==> src/rtl/aes_host_io_if.sv <==
// rtl/aes_host_io_if.sv - host-side word write / result read bundle for aes_host_io
interface aes_host_io_if;
    logic        wr_en_i;
    logic [2:0]  wr_addr_i;
    logic [31:0] wr_data_i;
    logic        go_i;
    logic        destroy_i;
    logic        rd_valid_o;
    logic        rd_ready_i;
    logic [31:0] rd_data_o;
    logic        rd_last_o;
    logic        busy_o;
    logic [1:0]  err_o;

    modport slave (
        input  wr_en_i, wr_addr_i, wr_data_i, go_i, destroy_i, rd_ready_i,
        output rd_valid_o, rd_data_o, rd_last_o, busy_o, err_o
    );

    modport master (
        output wr_en_i, wr_addr_i, wr_data_i, go_i, destroy_i, rd_ready_i,
        input  rd_valid_o, rd_data_o, rd_last_o, busy_o, err_o
    );
endinterface

==> src/rtl/aes_host_io.sv <==
// rtl/aes_host_io.sv - loads key/plaintext words, starts the AES core, supervises latency, drains the result
module aes_host_io #(
    parameter int TIMEOUT_CYCLES = 64
) (
    input  logic                clk_i,
    input  logic                srst_ni,
    aes_host_io_if.slave        host,
    output logic                start_o,
    output logic [127:0]        key_o,
    output logic [127:0]        state_o,
    output logic                key_destruct_o,
    input  logic                core_done_i,
    input  logic [127:0]        result_i
);

    // Timeout fires in the RUN cycle whose increment would reach TIMEOUT_CYCLES-1.
    localparam logic [9:0] CNT_LAST = 10'(TIMEOUT_CYCLES - 2);

    typedef enum logic [1:0] {
        ST_IDLE,
        ST_START,
        ST_RUN,
        ST_DRAIN
    } state_e;

    state_e       state_q, state_d;
    logic [127:0] key_q, key_d;
    logic [127:0] data_q, data_d;
    logic [127:0] result_q, result_d;
    logic [3:0]   kf_q, kf_d;
    logic [3:0]   df_q, df_d;
    logic [9:0]   cnt_q, cnt_d;
    logic [1:0]   widx_q, widx_d;
    logic [1:0]   err_q, err_d;
    logic         kd_q, kd_d;

    logic [6:0]   wr_lsb;
    logic [6:0]   rd_lsb;

    // Word 0 of each 128-bit register sits in the top bits.
    assign wr_lsb = {~host.wr_addr_i[1:0], 5'd0};
    assign rd_lsb = {~widx_q, 5'd0};

    always_ff @(posedge clk_i) begin
        if (!srst_ni) begin
            state_q  <= ST_IDLE;
            key_q    <= '0;
            data_q   <= '0;
            result_q <= '0;
            kf_q     <= '0;
            df_q     <= '0;
            cnt_q    <= '0;
            widx_q   <= '0;
            err_q    <= '0;
            kd_q     <= 1'b0;
        end else begin
            state_q  <= state_d;
            key_q    <= key_d;
            data_q   <= data_d;
            result_q <= result_d;
            kf_q     <= kf_d;
            df_q     <= df_d;
            cnt_q    <= cnt_d;
            widx_q   <= widx_d;
            err_q    <= err_d;
            kd_q     <= kd_d;
        end
    end

    always_comb begin
        state_d  = state_q;
        key_d    = key_q;
        data_d   = data_q;
        result_d = result_q;
        kf_d     = kf_q;
        df_d     = df_q;
        cnt_d    = cnt_q;
        widx_d   = widx_q;
        err_d    = err_q;
        kd_d     = 1'b0;

        if (host.destroy_i) begin
            key_d    = '0;
            data_d   = '0;
            result_d = '0;
            kf_d     = '0;
            df_d     = '0;
            cnt_d    = '0;
            widx_d   = '0;
            kd_d     = 1'b1;
            state_d  = ST_IDLE;
        end else begin
            if ((state_q != ST_IDLE) && (host.wr_en_i || host.go_i)) begin
                err_d[0] = 1'b1;
            end

            case (state_q)
                ST_IDLE: begin
                    if (host.wr_en_i) begin
                        if (host.wr_addr_i[2]) begin
                            data_d[wr_lsb +: 32]    = host.wr_data_i;
                            df_d[host.wr_addr_i[1:0]] = 1'b1;
                        end else begin
                            key_d[wr_lsb +: 32]     = host.wr_data_i;
                            kf_d[host.wr_addr_i[1:0]] = 1'b1;
                        end
                    end
                    // Flag check deliberately uses the pre-write flags.
                    if (host.go_i) begin
                        if ((&kf_q) && (&df_q)) begin
                            err_d   = '0;
                            state_d = ST_START;
                        end else begin
                            err_d[0] = 1'b1;
                        end
                    end
                end

                ST_START: begin
                    cnt_d   = '0;
                    state_d = ST_RUN;
                end

                ST_RUN: begin
                    if (core_done_i) begin
                        result_d = result_i;
                        widx_d   = '0;
                        state_d  = ST_DRAIN;
                    end else if (cnt_q == CNT_LAST) begin
                        err_d[1] = 1'b1;
                        kd_d     = 1'b1;
                        kf_d     = '0;
                        df_d     = '0;
                        state_d  = ST_IDLE;
                    end else begin
                        cnt_d = cnt_q + 10'd1;
                    end
                end

                ST_DRAIN: begin
                    if (host.rd_ready_i) begin
                        widx_d = widx_q + 2'd1;
                        if (widx_q == 2'd3) begin
                            df_d    = '0;
                            state_d = ST_IDLE;
                        end
                    end
                end

                default: state_d = ST_IDLE;
            endcase
        end
    end

    assign start_o         = (state_q == ST_START);
    assign key_o           = key_q;
    assign state_o         = data_q;
    assign key_destruct_o  = kd_q;
    assign host.rd_valid_o = (state_q == ST_DRAIN);
    assign host.rd_data_o  = result_q[rd_lsb +: 32];
    assign host.rd_last_o  = (state_q == ST_DRAIN) && (widx_q == 2'd3);
    assign host.busy_o     = (state_q != ST_IDLE);
    assign host.err_o      = err_q;

endmodule

==> src/flat_wrapper.sv <==
// flat-port wrapper written by rule: the top's interface ports become plain ports
module aes_host_io_flat 
#(
    parameter int TIMEOUT_CYCLES = 64
)
  (clk_i, srst_ni, start_o, key_o, state_o, key_destruct_o, core_done_i, result_i, host_wr_en_i, host_wr_addr_i, host_wr_data_i, host_go_i, host_destroy_i, host_rd_ready_i, host_rd_valid_o, host_rd_data_o, host_rd_last_o, host_busy_o, host_err_o);
  aes_host_io_if host_i ();
  input  logic clk_i;
  input  logic srst_ni;
  output logic start_o;
  output logic [127:0] key_o;
  output logic [127:0] state_o;
  output logic key_destruct_o;
  input  logic core_done_i;
  input  logic [127:0] result_i;
  input wire logic [$bits(host_i.wr_en_i)-1:0] host_wr_en_i;
  input wire logic [$bits(host_i.wr_addr_i)-1:0] host_wr_addr_i;
  input wire logic [$bits(host_i.wr_data_i)-1:0] host_wr_data_i;
  input wire logic [$bits(host_i.go_i)-1:0] host_go_i;
  input wire logic [$bits(host_i.destroy_i)-1:0] host_destroy_i;
  input wire logic [$bits(host_i.rd_ready_i)-1:0] host_rd_ready_i;
  output wire logic [$bits(host_i.rd_valid_o)-1:0] host_rd_valid_o;
  output wire logic [$bits(host_i.rd_data_o)-1:0] host_rd_data_o;
  output wire logic [$bits(host_i.rd_last_o)-1:0] host_rd_last_o;
  output wire logic [$bits(host_i.busy_o)-1:0] host_busy_o;
  output wire logic [$bits(host_i.err_o)-1:0] host_err_o;
  assign host_i.wr_en_i = host_wr_en_i;
  assign host_i.wr_addr_i = host_wr_addr_i;
  assign host_i.wr_data_i = host_wr_data_i;
  assign host_i.go_i = host_go_i;
  assign host_i.destroy_i = host_destroy_i;
  assign host_i.rd_ready_i = host_rd_ready_i;
  assign host_rd_valid_o = host_i.rd_valid_o;
  assign host_rd_data_o = host_i.rd_data_o;
  assign host_rd_last_o = host_i.rd_last_o;
  assign host_busy_o = host_i.busy_o;
  assign host_err_o = host_i.err_o;
  aes_host_io #(.TIMEOUT_CYCLES(TIMEOUT_CYCLES)) u_core (.clk_i(clk_i), .srst_ni(srst_ni), .host(host_i), .start_o(start_o), .key_o(key_o), .state_o(state_o), .key_destruct_o(key_destruct_o), .core_done_i(core_done_i), .result_i(result_i));
endmodule
==> config.mk <==
export PLATFORM = sky130hd
export DESIGN_NAME = aes_host_io_flat
export DESIGN_NICKNAME = d
export VERILOG_FILES = /design/src/rtl/aes_host_io_if.sv /design/src/rtl/aes_host_io.sv /design/src/flat_wrapper.sv
export SDC_FILE = /design/constraint.sdc
export NUM_CORES = 1
export LEC_CHECK = 0
export BUFFER_PORTS_ARGS = -buffer_cell sky130_fd_sc_hd__buf_2
export CAP_MARGIN = 40
export CORE_AREA = 2 2 202 204
export CTS_CLUSTER_DIAMETER = 30
export DETAILED_ROUTE_END_ITERATION = 8
export DIE_AREA = 0 0 204 206
export PLACE_DENSITY = 0.65
export SLEW_MARGIN = 20
export SYNTH_ARGS = -nofsm -noshare
export SYNTH_HDL_FRONTEND = slang
export SYNTH_SLANG_ARGS = --single-unit
export TNS_END_PERCENT = 100
==> constraint.sdc <==
create_clock -name clk_i -period 2.7 [get_ports clk_i]
set_input_delay 0.27 -clock clk_i [delete_from_list [all_inputs] [get_ports clk_i]]
set_output_delay 0.27 -clock clk_i [all_outputs]
set_load 0.005 [all_outputs]
==> flow_summary.yaml <==
grt:
  grtUsageTotal: 0.275
  grt_pass1_vias: 16300
  grt_pass1_wl_um: 89900
  antenna_found_initial: 5
  grt_overflow_total: 0
  grt_max_degree: 144
die:
  ios: 465
  start_util: 0.394
  die_w_um: 204
  num_rows: 74
  core_um2: 40200
  die_height_um: 206
  die_area_um2: 42000
finish:
  multi_input_area_um2: 6820
  fillCellCount: 3490
  seq_area_um2: 8190
  layout-drive-gt1-share: 0.281
  areaGrowthSynthToFinish_pct: 45.3
  final_nets: 2652
  mostFrequentLayoutCells: "nand2_1 (526), buf_2 (464), dfxtp_1 (408)"
  final_common_cell: "nand2_1"
worst_setup_path:
  worstSetupStartpointType: "flop"
  reg2reg_to: "u_core.cnt_q[1]"
  r2r-start: "u_core.cnt_q[0]"
  path_class: "reg2out"
  cp-end-kind: "output pin"
  crit_required_ns: 2.43
  crit_path_max_fanout: 31
  r2r.worst_path.cells: 6
  critical_path_arrival_ns: 2.03
  reg2reg_setup_slack_ns: 0.56
place:
  port-buffer-count: 464
  place.detailed.hpwl_um: 38000
  place_ws_ns: 0.567
  gp_congestion: 0.865
detailed_routing:
  drc: 0
  ant_nets: 0
  drt_iter0_markers: 1487
  drtPass1Iterations: 6
  routedWlPerCell_um: 19.6
  viasPerCell: 5.36
  drt-total-wl_um: 60400
  vias: 16500
sta:
  rsz0062_at_grt: "false"
  fin_worst_skew_ns: 0.0136
  min_period_ns: 2.30
  period_share: 0.852
  fin_tns_setup_ns: 0
  maxSlewHeadroom: 0.452
  setup_ws_ns: 0.399
  tightest_slew_ns: 0.820
  max_freq_ghz: 0.435
  slew_violations: 0
  setup_viol: 0
  final-hold-violation-count: 0
cts:
  clk_pin_slew_worst_paths_ns: 0.05
  tritoncts: "built"
  cts_buffers: 89
  post-cts-setup-buffers: 0
  htreeDepth: 3
  clkSinkCount: 409
  clock_latency_ns: 0.61
  clk_path_buf_depth: 3
  ctsResizeCount: 0
  clock-root-buffer: "clkbuf_16"
yosys:
  netlist_instances: 1936
  synth_seq_cells: 409
  async_flop_share: 0
  yosys.area_share.simple: 0.233
  synth_nets: 2116
  seq_area_frac_synth: 0.517
  muxShareOfSynthArea: 0.0462
  synth_edf_count: 0
  synth-compound-area-share: 0.139
  synthFlopType: "dfxtp_1"
  synth_fa_ha_area_frac: 0.00791
  syn_area_um2: 15800
  synth_xor_area_frac: 0.00166
  ys_types: 56
  yosysWarnings: 0
  postSynthAreaPerCell_um2: 8.17
  synth_top_family_by_area: "simple AND/OR/NAND/NOR gates"
power:
  powerDensity_nw_per_um2: 779
  vdd_ir_drop_max_mv: 0.558
  cellLeakagePower_uw: 0.00897
job:
  drv_cap: 0
worst_hold_path:
  hold_end: "u_core.key_o[50]"
  whs_path_depth: 3
  hold_path_class: "in2reg"
  min_from: "host_wr_data_i[18]"
status:
  status: "finished, final reports clean"
-- per-stage QoR --
| step | std cells | hold WS [ns] | utilization | total power [uW] | cell area (um2) |
|---|---|---|---|---|---|
| after floorplan | 1936 | 0.392 | - | 6470 | 15800 |
| after global placement | 2779 | 0.439 | 0.461 | 6780 | 18500 |
| after detailed placement | 2779 | 0.444 | 0.461 | 6780 | 18500 |
| after CTS | 3077 | 0.000364 | 0.572 | 18000 | 23000 |
| after global routing | 3082 | 0.0135 | 0.572 | 18400 | 23000 |
| final | 3082 | 0.0243 | 0.572 | 17900 | 23000 |
-- layout make-up --
| type | count | area share |
|---|---|---|
| repair buffers | 643 | 0.181 |
| multi-input cells | 1317 | 0.296 |
| inverters | 12 | 0.00196 |
| clock buffers | 111 | 0.106 |
| well taps | 532 | 0.0289 |
| flip-flops and latches | 409 | 0.356 |
| diodes | 5 | 0.000544 |
| clock inverters | 53 | 0.0299 |
-- flip-flops by register name (all words and copies together) (netlist names) --
register	cells
u_core.key_destruct_o	1
u_core.widx_q	2
u_core.kf_q	4
u_core.result_q	128
u_core.state_o	128
u_core.df_q	4
u_core.host.err_o	2
u_core.cnt_q	10
u_core.key_o	128
u_core.state_q	2
-- per-layer routing --
| layer | up-vias | routed length, um | GRT usage |
|---|---|---|---|
| met5 | - | 0 | 0 |
| met2 | 824 | 28600 | 0.463 |
| met3 | 134 | 6330 | 0.0930 |
| met4 | 0 | 2490 | 0.139 |
| li1 | 7665 | - | - |
| met1 | 7885 | 23000 | 0.311 |
-- cells in the mapped netlist (5+ instances only) --
| cell | count | share of area |
|---|---|---|
| nor2_1 | 15 | 0.0036 |
| dfxtp_1 | 409 | 0.52 |
| a21oi_1 | 389 | 0.12 |
| mux4_2 | 32 | 0.046 |
| nand2_1 | 528 | 0.13 |
| and2_1 | 5 | 0.0020 |
| and2_0 | 5 | 0.0020 |
| ha_1 | 10 | 0.0079 |
| o21ai_0 | 6 | 0.0019 |
| clkbuf_1 | 146 | 0.035 |
| inv_1 | 12 | 0.0028 |
| buf_1 | 31 | 0.0074 |
| buf_2 | 17 | 0.0054 |
| a31oi_1 | 6 | 0.0024 |
| nand3_1 | 263 | 0.083 |
| a211oi_1 | 6 | 0.0028 |
-- worst max path at each step --
stage	from	endpoint	slack (ns)	cells after the start
after floorplan	u_core.cnt_q[0]	u_core.host.err_o[1]	0.79	7
after global placement	u_core.cnt_q[0]	u_core.cnt_q[3]	0.58	6
after detailed placement	u_core.cnt_q[0]	u_core.cnt_q[1]	0.57	6
after CTS	u_core.widx_q[0]	host_rd_data_o[6]	0.34	3
after global routing	u_core.widx_q[0]	host_rd_data_o[6]	0.32	3
final	u_core.widx_q[0]	host_rd_data_o[6]	0.40	3
-- critical path: stages, from the launching register on --
cell,delay (ns)
dfxtp_2,0.40
buf_12,0.29
mux4_2,0.57
buf_2,0.16
-- logic make-up after synthesis --
group,Yosys count
AND/OR/NAND/NOR,849
XOR/XNOR,3
AO/OA/AOI/OAI,422
flip-flops,409
multiplexers,33
adder cells (fa/ha/maj),10
buffers and inverters,210
-- report_power, final --
group	switching, uW	internal (uW)
sequential	5.94	6070
clock	3610	7470
combinational	478	294
total	4090	13800
-- repair_timing --
item,CTS,global route
setup endpoints to repair,0,0
hold buffers,134,0
hold endpoints to repair,150,0
Power figures use the tool's default switching activity.
